File: src/rtl/ahb_line_queue.sv
// AHB-Lite slave that queues line-segment commands (x1,y1,x2,y2) for a downstream drawing engine.
// A commit to a full queue either stalls the bus until a pop or is dropped with a sticky overflow.
module ahb_line_queue #(
  parameter int unsigned COORD_W       = 9,
  parameter int unsigned DEPTH         = 8,
  parameter bit          BLOCK_ON_FULL = 1'b1
) (
  input  logic               HCLK,
  input  logic               HRESET,
  input  logic               HSEL,
  input  logic [31:0]        HADDR,
  input  logic [1:0]         HTRANS,
  input  logic               HWRITE,
  input  logic [2:0]         HSIZE,
  input  logic [31:0]        HWDATA,
  input  logic               HREADY,
  output logic [31:0]        HRDATA,
  output logic               HREADYOUT,
  output logic [COORD_W-1:0] x1,
  output logic [COORD_W-1:0] y1,
  output logic [COORD_W-1:0] x2,
  output logic [COORD_W-1:0] y2,
  output logic               DataValid,
  input  logic               DataReady
);

  localparam int unsigned PtrW  = $clog2(DEPTH);
  localparam int unsigned CntW  = PtrW + 1;
  localparam int unsigned PairW = 2 * COORD_W;
  localparam int unsigned EntW  = 2 * PairW;

  typedef enum logic [1:0] {
    RegP1     = 2'd0,
    RegP2     = 2'd1,
    RegStatus = 2'd2,
    RegCtrl   = 2'd3
  } reg_e;

  // Pairs are held as {y, x}; a queue entry is {p2, p1} = {y2, x2, y1, x1}.
  function automatic logic [PairW-1:0] unpack_pair(input logic [31:0] d);
    return {d[16 +: COORD_W], d[COORD_W-1:0]};
  endfunction

  function automatic logic [31:0] pack_pair(input logic [PairW-1:0] p);
    logic [31:0] r;
    r                 = '0;
    r[COORD_W-1:0]    = p[COORD_W-1:0];
    r[16 +: COORD_W]  = p[PairW-1:COORD_W];
    return r;
  endfunction

  // Data-phase registers
  logic        dp_valid_q;
  reg_e        dp_addr_q;
  logic        dp_write_q;
  logic        dp_size_ok_q;

  // Queue state
  logic [EntW-1:0]  mem_q [DEPTH];
  logic [PtrW-1:0]  wr_ptr_q, wr_ptr_d;
  logic [PtrW-1:0]  rd_ptr_q, rd_ptr_d;
  logic [CntW-1:0]  count_q, count_d;
  logic             ovf_q, ovf_d;
  logic [PairW-1:0] p1_q, p1_d;
  logic [PairW-1:0] p2_q, p2_d;
  logic [31:0]      hrdata_q;
  logic [31:0]      rdata_d;

  logic addr_valid, rd_req;
  logic wr_ok, wr_p1, wr_p2, wr_ctrl;
  logic empty, full, pop, stall, p2_done, push, drop, flush, clr_ovf;
  logic [EntW-1:0] head;

  assign addr_valid = HSEL & HREADY & HTRANS[1];
  assign rd_req     = addr_valid & ~HWRITE;

  assign wr_ok   = dp_valid_q & dp_write_q & dp_size_ok_q;
  assign wr_p1   = wr_ok & (dp_addr_q == RegP1);
  assign wr_p2   = wr_ok & (dp_addr_q == RegP2);
  assign wr_ctrl = wr_ok & (dp_addr_q == RegCtrl);

  assign empty = (count_q == '0);
  assign full  = (count_q == CntW'(DEPTH));
  assign pop   = ~empty & DataReady;

  // A full-queue commit only waits when nothing drains in the same cycle.
  assign stall   = BLOCK_ON_FULL & wr_p2 & full & ~pop;
  assign p2_done = wr_p2 & ~stall;
  assign push    = p2_done & (~full | pop);
  assign drop    = p2_done & full & ~pop;
  assign flush   = wr_ctrl & HWDATA[0];
  assign clr_ovf = wr_ctrl & HWDATA[1];

  assign HREADYOUT = ~stall;
  assign HRDATA    = hrdata_q;

  always_comb begin
    count_d  = count_q;
    wr_ptr_d = wr_ptr_q;
    rd_ptr_d = rd_ptr_q;
    if (flush) begin
      count_d  = '0;
      wr_ptr_d = '0;
      rd_ptr_d = '0;
    end else begin
      if (push) wr_ptr_d = wr_ptr_q + PtrW'(1);
      if (pop)  rd_ptr_d = rd_ptr_q + PtrW'(1);
      if (push && !pop) begin
        count_d = count_q + CntW'(1);
      end else if (pop && !push) begin
        count_d = count_q - CntW'(1);
      end
    end
  end

  always_comb begin
    ovf_d = ovf_q | drop;
    if (clr_ovf) ovf_d = 1'b0;
    p1_d = wr_p1   ? unpack_pair(HWDATA) : p1_q;
    p2_d = p2_done ? unpack_pair(HWDATA) : p2_q;
  end

  // Read data is taken from next-state values so it shows the state at the start of the data phase.
  always_comb begin
    rdata_d = '0;
    case (reg_e'(HADDR[3:2]))
      RegP1: rdata_d = pack_pair(p1_d);
      RegP2: rdata_d = pack_pair(p2_d);
      RegStatus: begin
        rdata_d[CntW-1:0] = count_d;
        rdata_d[16]       = (count_d == '0);
        rdata_d[17]       = (count_d == CntW'(DEPTH));
        rdata_d[18]       = ovf_d;
      end
      default: rdata_d = '0;
    endcase
  end

  always_ff @(posedge HCLK) begin
    if (HRESET) begin
      dp_valid_q   <= 1'b0;
      dp_addr_q    <= RegP1;
      dp_write_q   <= 1'b0;
      dp_size_ok_q <= 1'b0;
      hrdata_q     <= '0;
      count_q      <= '0;
      wr_ptr_q     <= '0;
      rd_ptr_q     <= '0;
      ovf_q        <= 1'b0;
      p1_q         <= '0;
      p2_q         <= '0;
    end else begin
      if (HREADY) begin
        dp_valid_q   <= addr_valid;
        dp_addr_q    <= reg_e'(HADDR[3:2]);
        dp_write_q   <= HWRITE;
        dp_size_ok_q <= (HSIZE == 3'b010);
        hrdata_q     <= rd_req ? rdata_d : '0;
      end
      count_q  <= count_d;
      wr_ptr_q <= wr_ptr_d;
      rd_ptr_q <= rd_ptr_d;
      ovf_q    <= ovf_d;
      p1_q     <= p1_d;
      p2_q     <= p2_d;
    end
  end

  always_ff @(posedge HCLK) begin
    if (push) mem_q[wr_ptr_q] <= {p2_d, p1_q};
  end

  assign head      = empty ? '0 : mem_q[rd_ptr_q];
  assign DataValid = ~empty;
  assign x1        = head[COORD_W-1:0];
  assign y1        = head[PairW-1:COORD_W];
  assign x2        = head[PairW +: COORD_W];
  assign y2        = head[EntW-1 -: COORD_W];

  logic unused_bits;
  assign unused_bits = ^{HADDR[31:4], HADDR[1:0], HTRANS[0]};

endmodule
File: config.mk
export PLATFORM = sky130hd
export DESIGN_NAME = ahb_line_queue
export DESIGN_NICKNAME = d
export VERILOG_FILES = /design/src/rtl/ahb_line_queue.sv
export SDC_FILE = /design/constraint.sdc
export NUM_CORES = 1
export LEC_CHECK = 0
export CORE_MARGIN = 1
export CORE_UTILIZATION = 45
export CTS_CLUSTER_SIZE = 25
export DETAILED_ROUTE_END_ITERATION = 7
export GPL_TIMING_DRIVEN = 0
export PLACE_DENSITY = 0.66
export SLEW_MARGIN = 20
export SYNTH_ARGS = -nofsm -noshare
export SYNTH_HDL_FRONTEND = slang
export SYNTH_SLANG_ARGS = --single-unit
File: constraint.sdc
create_clock -name HCLK -period 18.4 [get_ports HCLK]
set_input_delay 5.52 -clock HCLK [delete_from_list [all_inputs] [get_ports HCLK]]
set_output_delay 5.52 -clock HCLK [all_outputs]
set_load 0.02 [all_outputs]
==> results of run 1 <==
## synthesized netlist by cell type (all sizes together) (3+ instances only)
cell type and instances:
a211oi 3, a21oi 14, a32o 11, buf 33, clkbuf 27, dfxtp 73
edfxtp 288, ha 4, inv 21, mux2 3, mux2i 68, mux4 72
nand2 42, nand2b 4, nand3 16, nand4 6, nor2 83, nor2b 5
nor3 3, nor3b 3, nor4b 3, o211ai 7, o21ai 6, o31ai 6
or2 3, xor2 3
## routing by layer
metal / vias to the layer above / wire length [um]
li1: 3608 / -
met1: 4085 / 14900
met2: 309 / 14800
met3: 54 / 2290
met4: 0 / 719
met5: - / 0
## cell type report
cell class / instances / share of cell area (%)
tap: 396 / 2.88
inverter: 22 / 0.509
buffer: 60 / 1.83
multi-input combinational: 410 / 22.5
clock inverter: 18 / 0.822
sequential: 361 / 58.8
timing repair buffer: 128 / 6.74
clock buffer: 50 / 5.97
## cells by family (layout without fill, tap and decap cells)
family / after synthesis / count (layout)
AOI/OAI and AO/OA: 62 / 62
xor gates and xnor gates: 5 / 5
adders and majority gates: 4 / 4
buffers and inverters: 82 / 278
DFF: 361 / 361
muxes: 143 / 143
other: 1 / 14
and+or+nand+nor: 182 / 182
## power by group through the flow
stage	clock network [uW]	logic [uW]	registers [uW]
2_1_floorplan	0	282	896
3_3_place_gp	0	434	897
3_5_place_dp	0	437	897
4_1_cts	730	438	880
5_1_grt	762	461	880
6_report	720	431	880
## stage by stage
stage | cell area, sq um | instances | util [%] | power (uW) | hold WS, ps
CTS | 17200 | 1445 | 55.6 | 2050 | 432
detailed placement | 16000 | 1377 | 51.9 | 1330 | 422
floorplan | 14300 | 853 | - | 1180 | 410
global placement | 15600 | 1331 | 50.6 | 1330 | 422
finish | 17200 | 1445 | 55.6 | 2030 | 432
global route | 17200 | 1445 | 55.6 | 2100 | 450
## worst paths after layout
kind / start / end / slack, ps / depth (start not counted)
max reg2reg: dp_addr_q[0] / mem_q[1][18] / 15160 / 9
min: ovf_q / ovf_q / 430 / 2
min reg2reg: ovf_q / ovf_q / 430 / 2
max: DataReady / HREADYOUT / 5780 / 4
## placed cells by master (no fill, tap or decap), types with 3 or more instances in the layout
cell	synthesis	layout
buf_4	14	39
conb_1	1	14
nand3_1	16	16
inv_1	20	20
clkinv_2	0	9
a21oi_1	14	14
clkinv_1	1	6
buf_6	3	8
mux2i_1	68	68
buf_1	5	5
mux2_2	3	3
a32o_1	11	11
o31ai_1	6	6
edfxtp_1	288	288
nand2b_1	4	4
or2_2	3	3
nor2_1	83	82
o21ai_0	5	5
dfxtp_1	73	73
mux4_2	72	72
ha_1	4	4
nand2_1	42	42
nor3_2	1	3
clkdlybuf4s50_1	0	82
a211oi_1	3	3
o211ai_1	5	5
buf_2	11	26
nand4_1	6	6
xor2_1	3	3
clkbuf_1	27	37
nor2b_1	4	4
clkbuf_16	0	39
## worst max-delay path, stage by stage
cell,delay [ps]
clkdlybuf4s50_1,480
and4bb_4,440
nand2_1,100
clkdlybuf4s50_1,560
## registers in the layout, summed over array words and instances (netlist names), named ones only
name and count:
mem_q 288, HRDATA 18, p1_q 18, p2_q 18
count_q 4, rd_ptr_q 3, wr_ptr_q 3, dp_addr_q 2
dp_size_ok_q 1, dp_valid_q 1, dp_write_q 1, ovf_q 1
==> reports/metrics.cfg, run 1 <==
[floorplanning]
start_util_pct=46.2
ioPinCount=145
dieArea_sq_um=32400
row_count=64
die_x_um=180
die_h_um=180
core_area_sq_um=30900

[power_and_ir_drop]
clockPowerShare_pct=35.4
p_leak_uw=0.00599
power_frac_seq_pct=43.3
vdd_ir_drop_max_mv=0.0683
sw_frac_of_total_pct=26.3
pwr-share-comb_pct=21.2
switching_power_uw=533
p_per_area_nw_per_um2=118
power.internal_uw=1500

[run]
max_cap_viol_count=0

[final_layout]
area_growth_syn_to_layout_pct=20.4
multiInputGateArea_sq_um=3860
drive_gt1_share_pct=21.1
ff_latch_area_sq_um=10100
finalNetCount=1099
n_antenna_cell=0
fillers=2421

[logic_synthesis]
synthArstFlopShare_pct=0
synth_edf_count=288
synth_top_family_by_area=multiplexers
synth_mux_area_share_pct=16.4
syn_area_sq_um=14300
synth_seq_area_share_pct=70.8
yosys.area_share.xor_xnor_pct=0.307
yosys.area.top_type_share_pct=60.6
syn_inst=840
synth-adder-area-share_pct=0.351
yosysTopAreaCell=edfxtp_1
ys.flop_type=edfxtp_1
syn_area_per_cell_sq_um=17.0
ys_ff_latch=361
ys_types=61
synth.area.top_cells=edfxtp_1, mux4_2, dfxtp_1
synth_compound_area_share_pct=3.36
yosys_warnings=0
synthSimpleGateAreaFrac_pct=5.98

[placed_design]
hpwlAfterDp_um=23000
pre_cts_ws_ps=5790
portBuffers=82
place.gp.congestion=0.898

[clocking]
insertion_delay_ps=520
clkSlewWorstSetupHoldPaths_ps=60
cts_root_buffer=clkbuf_16
cts_sinks=361
ctsHoldBuffers=0
cts_buffers=37
ctsLongestPathBuffers=3
cts-resized-gates=0
post-cts-setup-buffers=0
htree_levels=2
cts_tree=done

[grt]
grt_max_degree=21
use_met3_pct=3.94
grt_overflow=0
antenna_found_initial=2
met1_usage_pct=30.1
busiest_layer=met2
grt_use_total_pct=20.6
use_met2_pct=31.9
grt_pass1_vias=8210
grt_pass1_wl_um=49900

[sta]
finalHoldViolCount=0
rsz0062_at_grt=false
clock_skew_ps=16.6
setup_viol=0
max_freq_mhz=79.2
maxSlewHeadroom_pct=38.8
min_period_ps=12620
fin_crit_sh_pct=68.6
fin_ws_ps=5780
fin_setup_tns_ps=0
drv_slew=0
tightest_slew_ps=918

[detailed_routing]
wl_per_cell_um=22.6
routed_via_density=5.58
vias=8056
drc=0
drt_wl_total_um=32700
first_iter_violations=771
drtAntennaViolNets=0
first_pass_iters=5

[hold_path]
min_path_type=reg -> reg

[worst_setup_path]
critical_path_required_ps=12880
start_kind=primary input
crit_type=in -> out
cp.arrival_ps=7100
endpoint_kind=output pin
crit_fanout=6

[status]
status=finished, final reports clean

No activity file was read; power rests on OpenSTA's default activity.
==> run 2: changes to the inputs <==
- PLACE_DENSITY: 0.66 -> 0.68
- clock period: 18.4 -> 10.65 ns (I/O delays scaled with it)
==> run 2 against run 1 <==
  * Global-route usage is 0.30 points lower
  * Flip-flop and latch count stayed put
  * Cell count is 0.14% higher
  * First-iteration DRC count is 9.2% higher
  * Worst setup slack worse by 3100 ps
  * Largest cell class unchanged
  * Highest routed layer unchanged
==> reports/metrics.cfg, run 2 (synthesized netlist as in run 1, its figures left out) <==
[detailed_routing]
first_pass_iters=5  ; unchanged
wl_per_cell_um=22.6  ; about the same
drc=0  ; unchanged
drtAntennaViolNets=0  ; unchanged
drt_wl_total_um=32700  ; about the same
vias=8132  ; +0.94%
first_iter_violations=842  ; +9.2%
routed_via_density=5.62  ; +0.80%

[power_and_ir_drop]
switching_power_uw=918  ; +72%
clockPowerShare_pct=36.6  ; +1.2 points
power.internal_uw=2640  ; +76%
power_frac_seq_pct=42.7  ; -0.6 points
sw_frac_of_total_pct=25.8  ; -0.47 points
p_leak_uw=0.00605  ; +1.0%
pwr-share-comb_pct=20.7  ; -0.5 points
p_per_area_nw_per_um2=206  ; +74%
vdd_ir_drop_max_mv=0.142  ; +110%

[floorplanning]
row_count=64  ; unchanged
die_x_um=180  ; unchanged
dieArea_sq_um=32400  ; unchanged
ioPinCount=145  ; unchanged
die_h_um=180  ; unchanged
core_area_sq_um=30900  ; unchanged
start_util_pct=46.2  ; unchanged

[final_layout]
drive_gt1_share_pct=21.7  ; +0.63 points
multiInputGateArea_sq_um=3860  ; unchanged
ff_latch_area_sq_um=10100  ; unchanged
final_cell_mix=edfxtp_1, nor2_1, clkdlybuf4s50_1, dfxtp_1, mux4_2
regMostFlops=mem_q
area_growth_syn_to_layout_pct=21.2
final_common_cell=edfxtp_1
largest_reg_flops=288  ; unchanged
n_antenna_cell=0  ; unchanged
final_cells=1447  ; +0.14%
fillers=2412  ; -0.37%
finalNetCount=1102  ; +0.27%

[sta]
max_freq_mhz=126
min_period_ps=7960
rsz0062_at_grt=false
fin_setup_tns_ps=0  ; unchanged
drv_slew=0  ; unchanged
finalHoldViolCount=0  ; unchanged
fin_ws_ps=2690  ; -3090 ps
maxSlewHeadroom_pct=37.6  ; -1.2 points
tightest_slew_ps=936  ; +17.8 ps
clock_skew_ps=27.8  ; +11.3 ps
setup_viol=0  ; unchanged
fin_crit_sh_pct=74.8

[worst_setup_path]
start_kind=primary input
crit_fanout=6  ; unchanged
endpoint_kind=output pin
slowest_delay_ps=560  ; about the same
critPathMostFrequentCell=clkdlybuf4s50_1
crit_type=in -> out
slowest_stage=clkdlybuf4s50_1
worstPathCellList=clkdlybuf4s50_1 > and4bb_4 > nand2_1 > clkdlybuf4s50_1
cp.arrival_ps=4770  ; -2330 ps
critical_path_required_ps=7460  ; -5420 ps

[clocking]
cts_sinks=361  ; unchanged
cts_buffers=37  ; unchanged
ctsLongestPathBuffers=3  ; unchanged
htree_levels=2  ; unchanged
cts-resized-gates=0  ; unchanged
post-cts-setup-buffers=0  ; unchanged
insertion_delay_ps=530  ; about the same
clkSlewWorstSetupHoldPaths_ps=60  ; about the same
cts_tree=done
cts_root_buffer=clkbuf_16
ctsHoldBuffers=0  ; unchanged

[grt]
grt_max_degree=16  ; -24%
grt_pass1_vias=8006  ; -2.5%
grt_pass1_wl_um=49200  ; -1.4%
grt_use_total_pct=20.3  ; -0.30 points
antenna_found_initial=0  ; -2
grt_overflow=0  ; unchanged

[placed_design]
place_inst=1380  ; +0.22%
place.gp.congestion=0.899  ; +0.10%
hpwlAfterDp_um=22900  ; -0.62%
portBuffers=82  ; unchanged
pre_cts_ws_ps=2720  ; -3070 ps

[status]
status=finished, final reports clean

[run]
max_cap_viol_count=0  ; unchanged

[hold_path]
min_path_type=reg -> reg

-- run 2: final timing paths --
kind / startpoint / to / slack [ps] / cells after the start
max: DataReady / HREADYOUT / 2690 / 4
min: ovf_q / ovf_q / 450 / 2
max reg2reg: count_q[1] / mem_q[6][9] / 7320 / 10
min reg2reg: ovf_q / ovf_q / 450 / 2
-- run 2: final cells by class --
class | instances | area share, %
multi-input combinational | 410 | 22.3
timing repair buffer | 131 | 7.00
sequential | 361 | 58.4
tap | 396 | 2.86
clock buffer | 49 | 5.98
clock inverter | 18 | 1.13
inverter | 22 | 0.506
buffer | 60 | 1.81
-- run 2: per-layer routing --
| metal | global-route usage, % | part of all wire (%) |
|---|---|---|
| met2 | 32.2 | 48 |
| met4 | 4.82 | 1.6 |
| met5 | 0 | 0 |
| met3 | 3.70 | 6.7 |
| met1 | 29.3 | 44 |
-- run 2: through the flow --
step	total power, uW	hold WS [ps]	utilization [%]	area (sq um)
2_1_floorplan	2040	410	-	14300
3_3_place_gp	2300	428	50.6	15600
3_5_place_dp	2300	449	52.0	16100
4_1_cts	3590	460	56.0	17300
5_1_grt	3680	478	56.0	17300
6_report	3560	452	56.0	17300
-- run 2: power groups by stage --
stage          combinational (uW)  sequential [uW]  clock, uW
2_1_floorplan                 487             1550          0
3_3_place_gp                  747             1550          0
3_5_place_dp                  748             1550          0
4_1_cts                       751             1520       1320
5_1_grt                       792             1520       1370
6_report                      736             1520       1300
-- run 2: worst max-delay path: cells and delay by family --
family	cells	cell delay, ps
buffers and inverters	2	1040
and+or+nand+nor	2	530
